**config.mk**
```make
export PLATFORM = sky130hd
export DESIGN_NAME = ame_pivot_ctrl
export DESIGN_NICKNAME = d
export VERILOG_FILES = /design/src/rtl/ame_pivot_ctrl.sv
export SDC_FILE = /design/constraint.sdc
export NUM_CORES = 1
export LEC_CHECK = 0
export CAP_MARGIN = 20
export CORE_AREA = 2 2 345 347
export DETAILED_ROUTE_END_ITERATION = 8
export DIE_AREA = 0 0 347 349
export GPL_TIMING_DRIVEN = 0
export SYNTH_ARGS = -nofsm -noshare
export SYNTH_HDL_FRONTEND = slang
export SYNTH_SLANG_ARGS = --single-unit
```
**constraint.sdc**
```tcl
create_clock -name clk_i -period 2.35 [get_ports clk_i]
set_clock_uncertainty 0.05 [all_clocks]
set_input_delay 0.235 -clock clk_i [delete_from_list [all_inputs] [get_ports clk_i]]
set_output_delay 0.235 -clock clk_i [all_outputs]
set_load 0.01 [all_outputs]
```
**src/rtl/ame_pivot_ctrl.sv**
```systemverilog
// Pivot-search sequencer for the AME 6-row solver: per column read, compare, record pivot, hand off.
// Optional comparator watchdog enabled by defining AME_PIVOT_CTRL_TIMEOUT_EN.
module ame_pivot_ctrl #(
    parameter int COMP_DATA_BITS     = 64,
    parameter int COMP_DATA_IDX_BITS = 3,
    parameter int NUM_COLS           = 6
) (
    input  logic                            clk_i,
    input  logic                            rst_n_i,
    input  logic                            start_i,
    output logic                            busy_o,
    output logic                            done_o,
    output logic                            singular_o,
    output logic [COMP_DATA_IDX_BITS-1:0]   fail_col_o,
    output logic                            err_o,
    output logic [COMP_DATA_IDX_BITS-1:0]   col_sel_o,
    input  logic [6*COMP_DATA_BITS-1:0]     col_data_i,
    output logic                            comp_init_o,
    output logic [6*COMP_DATA_BITS-1:0]     comp_data_o,
    output logic [5:0]                      comp_data_mask_o,
    input  logic                            comp_done_i,
    input  logic [COMP_DATA_BITS-1:0]       comp_data_i,
    input  logic [COMP_DATA_IDX_BITS-1:0]   comp_data_index_i,
    output logic                            elim_req_o,
    input  logic                            elim_ack_i,
    output logic [COMP_DATA_IDX_BITS-1:0]   elim_col_o,
    output logic [COMP_DATA_IDX_BITS-1:0]   elim_row_o,
    output logic [6*COMP_DATA_IDX_BITS-1:0] pivot_rows_o
);
    localparam int ROWS = 6;
    localparam int IW   = COMP_DATA_IDX_BITS;
    localparam logic [IW-1:0] LAST_COL = IW'(NUM_COLS - 1);

    typedef enum logic [2:0] {
        S_IDLE,
        S_LOAD,
        S_ISSUE,
        S_WAIT,
        S_ELIM,
        S_DONE
    } state_t;

    state_t              state_q, state_d;
    logic [IW-1:0]       col_q;
    logic [ROWS-1:0]     used_q;
    logic                singular_q;
    logic [IW-1:0]       fail_col_q;
    logic [IW-1:0]       elim_row_q;
    logic [ROWS*IW-1:0]  pivot_rows_q;
    logic                pivot_zero;
    logic                timeout;

    // A zero maximum means every unmasked candidate is zero (or all rows masked).
    assign pivot_zero = (comp_data_i == '0);

`ifdef AME_PIVOT_CTRL_TIMEOUT_EN
    logic [3:0] wait_cnt_q;
    logic       err_q;

    // Fires in the 15th consecutive WAIT cycle without a comparator answer.
    assign timeout = (state_q == S_WAIT) && !comp_done_i && (wait_cnt_q == 4'd14);

    always_ff @(posedge clk_i or negedge rst_n_i) begin
        if (!rst_n_i) begin
            wait_cnt_q <= 4'd0;
            err_q      <= 1'b0;
        end else begin
            wait_cnt_q <= (state_q == S_WAIT) ? wait_cnt_q + 4'd1 : 4'd0;
            if (state_q == S_IDLE && start_i)
                err_q <= 1'b0;
            else if (timeout)
                err_q <= 1'b1;
        end
    end

    assign err_o = err_q;
`else
    assign timeout = 1'b0;
    assign err_o   = 1'b0;
`endif

    always_ff @(posedge clk_i or negedge rst_n_i) begin
        if (!rst_n_i)
            state_q <= S_IDLE;
        else
            state_q <= state_d;
    end

    always_comb begin
        state_d = state_q;
        unique case (state_q)
            S_IDLE:  if (start_i) state_d = S_LOAD;
            S_LOAD:  state_d = S_ISSUE;
            S_ISSUE: state_d = S_WAIT;
            S_WAIT: begin
                if (comp_done_i)
                    state_d = pivot_zero ? S_DONE : S_ELIM;
                else if (timeout)
                    state_d = S_DONE;
            end
            S_ELIM:  if (elim_ack_i) state_d = (col_q == LAST_COL) ? S_DONE : S_LOAD;
            S_DONE:  state_d = S_IDLE;
            default: state_d = S_IDLE;
        endcase
    end

    always_ff @(posedge clk_i or negedge rst_n_i) begin
        if (!rst_n_i) begin
            col_q        <= '0;
            used_q       <= '0;
            singular_q   <= 1'b0;
            fail_col_q   <= '0;
            elim_row_q   <= '0;
            pivot_rows_q <= '0;
        end else begin
            unique case (state_q)
                S_IDLE: begin
                    if (start_i) begin
                        col_q        <= '0;
                        used_q       <= '0;
                        singular_q   <= 1'b0;
                        fail_col_q   <= '0;
                        pivot_rows_q <= '0;
                    end
                end
                S_WAIT: begin
                    if (comp_done_i) begin
                        if (pivot_zero) begin
                            singular_q <= 1'b1;
                            fail_col_q <= col_q;
                        end else begin
                            for (int c = 0; c < NUM_COLS; c++)
                                if (col_q == IW'(c))
                                    pivot_rows_q[c*IW +: IW] <= comp_data_index_i;
                            used_q     <= used_q | (ROWS'(1) << comp_data_index_i);
                            elim_row_q <= comp_data_index_i;
                        end
                    end
                end
                S_ELIM: begin
                    if (elim_ack_i && col_q != LAST_COL)
                        col_q <= col_q + IW'(1);
                end
                default: ;
            endcase
        end
    end

    assign busy_o           = (state_q != S_IDLE);
    assign done_o           = (state_q == S_DONE);
    assign comp_init_o      = (state_q == S_ISSUE);
    assign elim_req_o       = (state_q == S_ELIM);
    assign singular_o       = singular_q;
    assign fail_col_o       = fail_col_q;
    assign col_sel_o        = col_q;
    assign elim_col_o       = col_q;
    assign elim_row_o       = elim_row_q;
    assign comp_data_mask_o = used_q;
    assign comp_data_o      = col_data_i;
    assign pivot_rows_o     = pivot_rows_q;

endmodule

```
### Word-level counts from Yosys, hierarchy flattened

Cells that the tools add are included.

| cells by class | value |
|---|---|
| add/subtract/negate cells | 1 |
| equal/unequal tests | 23 |
| shift-type cells | 1 |
| mux-type cells | 30 |
| bitwise gates (word level) | 2 |
| reduce and logical (&&, ||, !) cells | 18 |

Operators with widths:

| operator | number |
|---|---|
| zero test 64 bit | 1 |
| two-way mux 18 bit | 3 |
| two-way mux 3 bit | 14 |
| case mux 18 bit (2 select lines) | 1 |
| AND reduction 5 bit | 6 |
| inequality test 2 bit (second input constant) | 10 |
| two-way mux 6 bit | 3 |
| case mux 3 bit (5 select lines) | 1 |
| == test 3 x 2 -> 1 bit (second input constant) | 4 |
| == test 3 bit (second input constant) | 4 |
| case mux 3 bit (2 select lines) | 2 |
| case mux 6 bit (2 select lines) | 1 |
| AND reduction 3 bit | 3 |
| AND reduction 4 bit | 2 |
| == test 3 x 1 -> 1 bit (second input constant) | 2 |
| zero test 3 bit | 2 |
| bitwise OR 6 bit | 1 |
| left shift 1 x 3 -> 6 bit (first input constant) | 1 |
| two-way mux 1 bit | 4 |
| inequality test 2 x 1 -> 1 bit (second input constant) | 2 |
| nonzero test 2 bit | 2 |
| adder 3 x 1 -> 3 bit (second input constant) | 1 |
| inequality test 3 bit (second input constant) | 1 |
| nonzero test 3 bit | 1 |
| 3 further kinds | 3 |

| storage, ports and cells | value |
|---|---|
| bits in registers | 37 |
| bits of input ports | 456 |
| output and inout port bits | 426 |
| logic and storage cells | 87 |

### Longest topological paths before layout

Gate-level depths: netlist of run 1.

| depth | value |
|---|---|
| depth in word-level cells | 5 |
| depth in mapped cells | 7 |
| gate-level depth less buffers | 7 |

### Least setup slack after synthesis of run 1

No wires, ideal clock.

| path | value |
|---|---|
| kind | flip-flop to flip-flop |
| from | register state_q[1] |
| to | register pivot_rows_q[15] (netlist: pivot_rows_o[15]) |
| library setup time | 0.080 ns |
| data arrival time | 1.743 ns |
| data required time | 2.220 ns |
| path slack | 0.477 ns |
| stages on the path, launching flop included | 7 |
| buffers on the path | 1 |
| cell sequence | dfrtp_1 nor2_2 a21oi_1 or3b_1 buf_6 or4_4 o211ai_2 |

| on the way | value |
|---|---|
| cells in the longest elaborated chain, start to end | 3 |
| elaborated cells between the ends (all ways) | 9 |

Ends and longest elaborated chain:

| item | RTL line | source |
|---|---|---|
| start: declaration | 43 | `state_t state_q, state_d;` |
| start signal: assignment | 86 | `state_q <= state_d;` |
| == test 3 x 2 -> 1 bit / zero test 3 bit (equally long branches) | 116 | `unique case (state_q)` |
| inequality test 2 bit (no line) / nonzero test 2 bit (equally long branches) | n/a |  |
| AND reduction 5 bit (no line) | n/a |  |
| end signal: indexed assignment | 134 | `pivot_rows_q[c*IW +: IW] <= comp_data_index_i;` |
| end: declaration | 49 | `logic [ROWS*IW-1:0] pivot_rows_q;` |

Parallel ways exist; a longest one is shown, timed or not.
A chain may end at the register's enable or synchronous reset.

### Worst setup path in the final report of run 1

| path | value |
|---|---|
| from | input port comp_data_i[6] |
| to | register pivot_rows_q[13] (netlist: pivot_rows_o[13]) |

| on the way | value |
|---|---|
| cells in the longest elaborated chain, start to end | 3 |

Ends and longest elaborated chain:

| item | RTL line | source |
|---|---|---|
| start: declaration | 22 | `input logic [COMP_DATA_BITS-1:0] comp_data_i,` |
| zero test 64 bit | 54 | `assign pivot_zero = (comp_data_i == '0);` |
| inequality test 2 bit (no line) | n/a |  |
| AND reduction 5 bit (no line) | n/a |  |

No other way between the ends.

==> results.py, run 1 <==
metrics = {
    "power_and_ir_drop": {
        "irDropWorstVdd_mv": 0.294,
        "swShare_pct": 40.2,
        "power_density_mw_per_mm2": 433,
        "share_seq_of_total_power_pct": 20.0,
        "leakage_uw": 0.00478,
        "power_frac_clock_pct": 15.1,
        "intPower_uw": 3160,
        "comb_power_share_pct": 64.8,
        "power.switching_uw": 2120,
    },
    "worst_setup_path": {
        "endpoint_kind": "flop",
        "worst_path_max_delay_cell": "clkdlybuf4s50_1",
        "cp_data_arrival_time_ns": 2.38,
        "critPathLaunchType": "input port",
        "critPathBufInv": 3,
        "cp.depth": 8,
        "critPathMaxStageDelay_ns": 0.44,
        "critPathKind": "input port to flop",
        "cp.required_ns": 2.48,
        "r2r_cells": 6,
        "path_common_cell": "nor4_4",
        "path_delay_family": "simple AND/OR/NAND/NOR gates",
        "crit_chain": "clkdlybuf4s50_1, nor4_4, nand4_1, nor4_4, buf_12, buf_6, nor3b_1, a32o_1",
        "crit_fanout": 10,
    },
    "synthesis": {
        "ys.flop_type": "dfrtp_1",
        "synth_area_per_cell_um2": 8.35,
        "ys_warn_count": 0,
        "yosysTopAreaCell": "buf_4",
        "synth-simple-area-share_pct": 11.8,
        "ys_types": 40,
        "synth_compound_area_share_pct": 4.61,
        "synth_top_area_share_pct": 58.8,
        "synthTopCellsByArea": "buf_4 59%, dfrtp_1 19%, nand2_1 2.9%",
        "synthAdderAreaFrac_pct": 1.26,
        "synth_xor_area_share_pct": 0,
        "ys_seq_area_share_pct": 18.6,
        "synth_nets": 1056,
        "synth_top_family_by_area": "buffers and inverters",
        "synth_area_mm2": 0.00497,
        "synth_edf_count": 0,
        "ys_ff_latch": 37,
        "synthMuxAreaShare_pct": 3.10,
        "syn_inst": 595,
        "synthArstFlopShare_pct": 100,
    },
    "clock_tree": {
        "cts_inserted_buffers": 5,
        "clk_pin_slew_ns": 0.06,
        "clk_path_buf_depth": 2,
        "cts_tree": "built",
        "h-tree-depth": 2,
        "cts-root-buf": "clkbuf_16",
        "clk_latency_ns": 0.29,
        "cts_sinks": 37,
    },
    "place": {
        "dp_hpwl_um": 58500,
        "portBuffers": 496,
        "gp_congestion": 0.921,
        "placed_cell_area_mm2": 0.0119,
        "pre_cts_ws_ns": -1.26,
    },
    "floorplanning": {
        "die_h_um": 349,
        "io_pins": 882,
        "rows": 126,
        "die_w_um": 347,
        "start_util_pct": 4.23,
        "core_area_mm2": 0.117,
        "dieArea_mm2": 0.121,
    },
    "timing": {
        "maxSlewViolCount": 0,
        "relSlewSlack_pct": 53.2,
        "max_freq_mhz": 444,
        "finalCriticalPeriod_ns": 2.25,
        "worst_slack_ns": 0.0964,
        "fin_crit_sh_pct": 95.9,
        "finalHoldViolCount": 0,
        "rsz0062_at_grt": "false",
        "tightestPinTransition_ns": 0.702,
        "setup_viol": 0,
    },
    "job": {
        "drv_cap": 0,
    },
    "final_layout": {
        "mostFrequentLayoutCells": "495 x clkdlybuf4s50_1, 391 x buf_4, 39 x nand2_1, 37 x dfrtp_1, 15 x nor4_1",
        "drive_gt1_share_pct": 38.3,
        "design_area_mm2": 0.0122,
        "final_nets": 1566,
        "layout_commonest_cell": "clkdlybuf4s50_1",
        "areaGrowthSynthToFinish_pct": 146,
    },
    "routing": {
        "wl_per_cell_um": 23.0,
        "num_vias": 6201,
        "first_pass_iters": 4,
        "drc_errors": 0,
        "ant_nets": 0,
        "finalWirelength_um": 61400,
        "vias_per_cell": 2.33,
        "drt_iter0_drc": 237,
    },
    "grt": {
        "antenna_found_initial": 117,
        "grt_pass1_wl_um": 70900,
        "grt-ovfl-total": 0,
        "grt_start_max_net_pins": 36,
        "grt_usage_pct": 9.40,
        "first_global_vias": 5786,
    },
    "min_path": {
        "holdCritPathClass": "input port to asynchronous set/reset pin",
    },
    "outcome": {
        "status": "finished, final reports clean",
    },
}
power groups by stage:
stage / clock network (uW) / logic (uW) / registers (uW)
after floorplan: 0 / 1360 / 1110
final: 799 / 3420 / 1060
after global routing: 839 / 3660 / 1100
after global placement: 0 / 3540 / 1060
after CTS: 821 / 3580 / 1060
after detailed placement: 0 / 3560 / 1070
metrics by stage:
| step | hold WS, ns | util, % | cells | power [uW] | setup TNS (ns) |
|---|---|---|---|---|---|
| floorplan | -0.111 | - | 595 | 2470 | 0 |
| global placement | 0.428 | 10.1 | 2627 | 4600 | -69.70 |
| detailed placement | -0.00457 | 10.1 | 2630 | 4630 | -34.33 |
| CTS | 0.266 | 10.3 | 2642 | 5460 | 0 |
| global route | 0.274 | 10.4 | 2651 | 5600 | 0 |
| finish | 0.251 | 10.4 | 2664 | 5280 | 0 |
kinds of logic after synthesis:
logic type	after synthesis
fa+ha+maj	5
compound gates	33
other cells	1
buf+inv	407
simple gates	97
mux	15
flops	37
routing by layer:
layer	vias up	part of all wire (%)	global-route usage, %
li1	2590	-	-
met1	2717	24	6.43
met2	507	51	17.1
met3	215	22	10.4
met4	172	2.0	1.30
met5	-	1.7	0
final timing paths:
path,from,to,slack [ns]
max,comp_data_i[6],pivot_rows_o[13]$_DFFE_PN0P_,0.1
min,rst_n_i,elim_row_o[1]$_DFFE_PN0P_,0.25
max reg2reg,state_q[0]$_DFFE_PN0P_,elim_row_o[2]$_DFFE_PN0P_,0.21
min reg2reg,comp_data_mask_o[2]$_DFFE_PN0P_,comp_data_mask_o[2]$_DFFE_PN0P_,0.44
max in group asynchronous,rst_n_i,fail_col_o[0]$_DFFE_PN0P_,1.58
min in group clk_i,comp_data_mask_o[2]$_DFFE_PN0P_,comp_data_mask_o[2]$_DFFE_PN0P_,0.44
final cells by class:
class,count,area [um2]
antenna,22,55.1
buffer,396,2960
clock buffer,5,125
clock inverter,3,46.3
fill,13532,105000
inverter,10,37.5
multi-input combinational,151,1070
sequential,37,926
tap,1536,1920
timing repair buffer,504,5050
cell usage after synthesis (5+ instances only):
cell / n
mux2i_1: 12
o21ai_0: 10
ha_1: 5
inv_1: 10
nor4_1: 17
dfrtp_1: 37
a22o_1: 5
nor2_1: 6
buf_4: 389
nand4_1: 8
o211ai_1: 5
nand2_1: 39
clkbuf_1: 5
flip-flops by register name (all words and copies together) (netlist names):
signal,flops
pivot_rows_o,18
col_sel_o,3
singular_o,1
elim_row_o,3
fail_col_o,3
comp_data_mask_o,6
state_q,3
timing repair:
item / in CTS / in global routing
resized for setup: 5 / 2
hold endpoints to repair: 37 / 0
setup endpoints to repair: 32 / 17
setup buffers: 4 / 0
hold buffers: 1 / 0
pin swaps: 2 / 2
(Power assumes the default switching activity.)
==> run 2: changes to the inputs <==
--- a/config.mk
+++ b/config.mk
@@ -5,11 +5,13 @@
 export SDC_FILE = /design/constraint.sdc
 export NUM_CORES = 1
 export LEC_CHECK = 0
+export ABC_AREA = 1
 export CAP_MARGIN = 20
-export CORE_AREA = 2 2 345 347
+export CORE_AREA = 2 2 346 348
 export DETAILED_ROUTE_END_ITERATION = 8
-export DIE_AREA = 0 0 347 349
+export DIE_AREA = 0 0 348 350
 export GPL_TIMING_DRIVEN = 0
+export SLEW_MARGIN = 20
 export SYNTH_ARGS = -nofsm -noshare
 export SYNTH_HDL_FRONTEND = slang
 export SYNTH_SLANG_ARGS = --single-unit
==> results.py, run 2 <==
metrics = {
    "floorplanning": {
        "start_util_pct": 4.25,
        "core_area_mm2": 0.118,
        "die_h_um": 350,
        "dieArea_mm2": 0.122,
        "rows": 126,
        "io_pins": 882,
        "die_w_um": 348,
    },
    "synthesis": {
        "ys.flop_type": "dfrtp_1",
        "ys_seq_area_share_pct": 18.5,
        "ys_warn_count": 0,
        "synth_area_per_cell_um2": 7.45,
        "syn_inst": 671,
        "synth_area_mm2": 0.00500,
        "synth_nets": 1132,
        "netlist_top_cells_count": "390 x buf_4, 97 x nand2_1, 54 x nor2_1",
        "synth_top_area_share_pct": 58.5,
        "synth_most_common_cell": "buf_4",
        "yosysTopAreaCell": "buf_4",
        "synthTopCellsByArea": "buf_4 59%, dfrtp_1 19%, nand2_1 7.3%",
        "ys_ff_latch": 37,
        "synth_edf_count": 0,
        "ys_types": 26,
        "synthArstFlopShare_pct": 100,
    },
    "place": {
        "pre_cts_ws_ns": -0.660,
        "dp_hpwl_um": 54200,
        "gp_congestion": 0.912,
        "dp.cells": 2704,
        "portBuffers": 496,
    },
    "worst_setup_path": {
        "critPathKind": "input port to flop",
        "cp_data_arrival_time_ns": 2.31,
        "crit_fanout": 10,
        "endpoint_kind": "flop",
        "critPathLaunchType": "input port",
        "cp.required_ns": 2.48,
    },
    "timing": {
        "rsz0062_at_grt": "false",
        "tightestPinTransition_ns": 0.655,
        "max_freq_mhz": 457,
        "setup_viol": 0,
        "fin_crit_sh_pct": 93.0,
        "hold_ws_ns": 0.274,
        "finalCriticalPeriod_ns": 2.19,
        "worst_slack_ns": 0.164,
        "maxSlewViolCount": 0,
        "finalHoldViolCount": 0,
        "tns_ns": 0,
        "relSlewSlack_pct": 55.9,
    },
    "routing": {
        "drt_iter0_drc": 179,
        "vias_per_cell": 2.19,
        "highest_layer": "met5",
        "wl_met2_um": 30000,
        "ant_nets": 0,
        "finalWirelength_um": 57400,
        "wl_met1_um": 20600,
        "drc_errors": 0,
        "wl_per_cell_um": 21.1,
        "num_vias": 5956,
        "first_pass_iters": 4,
        "wl_met3_um": 5850,
    },
    "grt": {
        "grt-ovfl-total": 0,
        "grt_pass1_wl_um": 67700,
        "grt_usage_pct": 8.76,
        "first_global_vias": 5978,
        "antenna_found_initial": 27,
        "grt_start_max_net_pins": 31,
    },
    "final_layout": {
        "areaGrowthSynthToFinish_pct": 143,
        "layout_commonest_cell": "clkdlybuf4s50_1",
        "drive_gt1_share_pct": 35.9,
        "fillers": 13565,
        "fin_cells": 2719,
        "regArea_um2": 926,
        "final_nets": 1637,
        "multi_input_area_mm2": 0.00109,
        "mostFrequentLayoutCells": "495 x clkdlybuf4s50_1, 390 x buf_4, 97 x nand2_1, 49 x nor2_1, 37 x dfrtp_1",
        "largest_reg_flops": 18,
    },
    "clock_tree": {
        "h-tree-depth": 2,
        "cts_setup_buffers": 0,
        "clk_path_buf_depth": 2,
        "cts_sinks": 37,
        "clk_pin_slew_ns": 0.06,
        "cts_tree": "built",
        "cts-root-buf": "clkbuf_16",
        "clk_latency_ns": 0.29,
        "cts_inserted_buffers": 5,
    },
    "power_and_ir_drop": {
        "power.switching_uw": 2020,
        "comb_power_share_pct": 64.7,
        "share_seq_of_total_power_pct": 19.4,
        "power.total_uw": 5100,
        "swShare_pct": 39.6,
        "power_frac_clock_pct": 15.9,
        "intPower_uw": 3080,
        "irDropWorstVdd_mv": 0.625,
        "power_density_mw_per_mm2": 420,
        "leakage_uw": 0.00494,
    },
    "job": {
        "drv_cap": 0,
    },
    "outcome": {
        "status": "finished, final reports clean",
    },
    "min_path": {
        "holdCritPathClass": "input port to asynchronous set/reset pin",
    },
}
run 2: repair_timing:
item / 4_1_cts / 5_1_grt
hold buffers: 1 / 0
hold endpoints to repair: 7 / 0
pin swaps: 0 / 1
resized for setup: 5 / 4
endpoints found under the setup margin: 31 / 24
run 2: critical path, cell delays in order:
cell             delay [ns]
clkdlybuf4s50_1        0.41
nor2_1                 0.29
nand2_1                0.11
nor2_1                 0.11
nand2_1                0.10
nor2_4                 0.28
nand2_1                0.18
nand2_1                0.10
nand2_2                0.11
buf_2                  0.22
nand4_1                0.10
nand2_1                0.06
run 2: cells by family (layout without fill, tap and decap cells):
family / after synthesis / count (layout) / share of synthesized area [%]
buf+inv: 408 / 914 / 60.3
fa+ha+maj: 5 / 5 / 1.25
compound gates: 21 / 21 / 2.45
flops: 37 / 37 / 18.5
other cells: 1 / 7 / 0.0750
simple gates: 199 / 199 / 17.4
run 2: final timing paths:
kind	start	endpoint	slack, ns	cells past startpoint
min reg2reg	pivot_rows_o[12]$_DFFE_PN0P_	pivot_rows_o[12]$_DFFE_PN0P_	0.43	2
min in group clk_i	pivot_rows_o[12]$_DFFE_PN0P_	pivot_rows_o[12]$_DFFE_PN0P_	0.43	2
max in group asynchronous	rst_n_i	pivot_rows_o[3]$_DFFE_PN0P_	1.54	3
max reg2reg	col_sel_o[0]$_DFFE_PN0P_	pivot_rows_o[2]$_DFFE_PN0P_	0.33	7
max	comp_data_i[44]	pivot_rows_o[3]$_DFFE_PN0P_	0.16	12
min	rst_n_i	fail_col_o[0]$_DFFE_PN0P_	0.27	2
run 2: area by class of cell:
cell class | count | area share [%]
clock buffer | 6 | 1.14
clock inverter | 2 | 0.309
buffer | 395 | 24.4
sequential | 37 | 7.63
antenna | 6 | 0.124
tap | 1536 | 15.8
multi-input combinational | 226 | 9.01
inverter | 13 | 0.402
timing repair buffer | 498 | 41.1
run 2: power by group through the flow:
stage | clock network [uW] | registers, uW | logic, uW
2_1_floorplan | 0 | 1040 | 1480
3_3_place_gp | 0 | 996 | 3360
3_5_place_dp | 0 | 994 | 3370
4_1_cts | 825 | 991 | 3390
5_1_grt | 850 | 1020 | 3550
6_report | 810 | 989 | 3300
run 2: per-stage QoR:
stage	utilization (%)	cell area, um2
3_5_place_dp	10.1	11900
2_1_floorplan	-	5000
6_report	10.3	12100
3_3_place_gp	10.1	11900
5_1_grt	10.3	12100
4_1_cts	10.3	12100
run 2: routing by layer:
layer,GRT usage (%),up-vias
li1,-,2727
met1,9.34,2710
met2,16.3,458
met3,3.49,39
met4,1.46,22
met5,0,-
==> run 3: changes to the inputs <==
--- a/config.mk
+++ b/config.mk
@@ -5,11 +5,11 @@
 export SDC_FILE = /design/constraint.sdc
 export NUM_CORES = 1
 export LEC_CHECK = 0
-export ABC_AREA = 1
 export CAP_MARGIN = 20
-export CORE_AREA = 2 2 346 348
+export CORE_AREA = 2 2 347 349
+export CTS_BUF_LIST = sky130_fd_sc_hd__clkbuf_4 sky130_fd_sc_hd__clkbuf_8
 export DETAILED_ROUTE_END_ITERATION = 8
-export DIE_AREA = 0 0 348 350
+export DIE_AREA = 0 0 349 351
 export GPL_TIMING_DRIVEN = 0
 export SLEW_MARGIN = 20
 export SYNTH_ARGS = -nofsm -noshare
==> results.py, run 3 (synthesis results as in run 1) <==
metrics = {
    "clock_tree": {
        "clk_latency_ns": 0.29,
        "cts_sinks": 37,
        "clk_pin_slew_ns": 0.08,
        "cts_inserted_buffers": 5,
        "cts_tree": "built",
        "cts-root-buf": "clkbuf_8",
        "clk_path_buf_depth": 2,
        "h-tree-depth": 2,
    },
    "power_and_ir_drop": {
        "irDropWorstVdd_mv": 0.202,
        "power_frac_clock_pct": 9.4,
        "power_density_mw_per_mm2": 412,
        "swShare_pct": 42.3,
        "share_seq_of_total_power_pct": 21.1,
        "comb_power_share_pct": 69.5,
        "intPower_uw": 2870,
        "leakage_uw": 0.00472,
        "power.switching_uw": 2100,
    },
    "timing": {
        "max_freq_mhz": 457,
        "fin_crit_sh_pct": 93.2,
        "finalCriticalPeriod_ns": 2.19,
        "rsz0062_at_grt": "false",
        "worst_slack_ns": 0.160,
        "finalHoldViolCount": 0,
        "relSlewSlack_pct": 54.8,
        "maxSlewViolCount": 0,
        "hold_ws_ns": 0.414,
        "tns_ns": 0,
        "setup_viol": 0,
        "tightestPinTransition_ns": 0.679,
    },
    "routing": {
        "vias_per_cell": 2.31,
        "first_pass_iters": 4,
        "drc_errors": 0,
        "num_vias": 6191,
        "ant_nets": 0,
        "wl_per_cell_um": 26.4,
        "finalWirelength_um": 70500,
        "drt_iter0_drc": 239,
    },
    "worst_setup_path": {
        "critPathMaxStageDelay_ns": 0.43,
        "r2r-end": "elim_row_o[0]$_DFFE_PN0P_",
        "cp.required_ns": 2.48,
        "r2r-start": "state_q[0]$_DFFE_PN0P_",
        "critPathBufInv": 2,
        "cp_data_arrival_time_ns": 2.32,
        "path_delay_family": "simple AND/OR/NAND/NOR gates",
        "crit_fanout": 20,
        "worst_path_max_delay_cell": "clkdlybuf4s50_1",
        "r2r_cells": 6,
        "critPathKind": "input port to flop",
        "crit_chain": "clkdlybuf4s50_1, nor4_2, nand4_1, nor4_4, buf_12, nor2_1, mux2_2",
        "endpoint_kind": "flop",
        "rrSetupSlack_ns": 0.19,
        "critPathLaunchType": "input port",
    },
    "place": {
        "dp.cells": 2640,
        "portBuffers": 496,
        "gp_congestion": 0.933,
        "dp_hpwl_um": 67700,
        "pre_cts_ws_ns": -0.670,
    },
    "final_layout": {
        "fin_cells": 2675,
        "fillers": 13748,
        "regArea_um2": 926,
        "mostFrequentLayoutCells": "495 x clkdlybuf4s50_1, 389 x buf_4, 39 x nand2_1, 37 x dfrtp_1",
        "drive_gt1_share_pct": 38.2,
        "largest_reg_flops": 18,
        "areaGrowthSynthToFinish_pct": 143,
        "layout_commonest_cell": "clkdlybuf4s50_1",
        "multi_input_area_mm2": 0.00107,
        "final_nets": 1561,
    },
    "grt": {
        "grt_usage_pct": 10.8,
        "grt_start_max_net_pins": 30,
        "grt_pass1_wl_um": 79900,
        "first_global_vias": 5767,
        "grt-ovfl-total": 0,
        "antenna_found_initial": 138,
    },
    "floorplanning": {
        "io_pins": 882,
        "rows": 127,
        "die_w_um": 349,
        "start_util_pct": 4.17,
        "die_h_um": 351,
        "core_area_mm2": 0.119,
        "dieArea_mm2": 0.122,
    },
    "min_path": {
        "holdCritPathClass": "input port to asynchronous set/reset pin",
    },
    "outcome": {
        "status": "finished, final reports clean",
    },
    "job": {
        "drv_cap": 0,
    },
}
[run 3: cell types whose count changed in the layout (fill, tap and decap cells not counted), sizes merged, moves of 6 or more]
cell    delta
mux2i     +12
o211ai     +6
diode     +20
nand4     -12
nand2     -61
nand3     -13
nor2      -50
nor4      +18
[run 3: timing repair]
action | in CTS | in global routing
hold endpoints to repair | 8 | 0
pin swaps | 4 | 2
hold buffers | 1 | 0
setup buffers | 2 | 0
resized for setup | 4 | 5
endpoints found under the setup margin | 30 | 4
[run 3: worst max-delay path by stage]
stage / startpoint / endpoint / slack [ns] / depth (start not counted)
CTS: comp_data_i[51] / elim_row_o[2]$_DFFE_PN0P_ / 0.01 / 8
detailed placement: comp_data_i[15] / comp_data_mask_o[1]$_DFFE_PN0P_ / -0.67 / 8
global placement: comp_data_i[15] / comp_data_mask_o[0]$_DFFE_PN0P_ / -0.66 / 8
floorplan: state_q[1]$_DFFE_PN0P_ / pivot_rows_o[15]$_DFFE_PN0P_ / 0.48 / 6
global route: comp_data_i[20] / elim_row_o[2]$_DFFE_PN0P_ / 0.007 / 7
finish: comp_data_i[51] / elim_row_o[0]$_DFFE_PN0P_ / 0.16 / 7
[run 3: worst register-to-register path, delay by kind of cell (launching register included)]
family	cells	cell delay, ns
buf+inv	2	0.57
simple gates	3	0.55
flops	1	0.49
mux	1	0.38
[run 3: metrics by stage]
step	util (%)	area [um2]	power [uW]
2_1_floorplan	-	4970	2470
3_3_place_gp	9.97	11900	4680
3_5_place_dp	9.98	11900	4690
4_1_cts	10.1	12000	5190
5_1_grt	10.1	12000	5340
6_report	10.2	12100	4970
[run 3: layer usage]
layer	wire, um	track usage (%)	vias to the layer above
li1	-	-	2591
met1	19500	8.40	2732
met2	35200	19.2	471
met4	762	0.739	188
met3	14000	11.1	209
met5	1140	0	-
[run 3: area by class of cell]
type	count	area share [%]
clock buffer	6	0.631
antenna	26	0.538
multi-input combinational	151	8.87
clock inverter	2	0.0828
tap	1548	16.0
timing repair buffer	500	41.5
inverter	10	0.310
sequential	37	7.66
buffer	395	24.4
[run 3: power groups by stage]
stage	logic (uW)	registers, uW	clock network, uW
finish	3460	1050	468
global route	3750	1090	507
CTS	3650	1060	482
detailed placement	3630	1060	0
global placement	3620	1050	0
floorplan	1360	1110	0
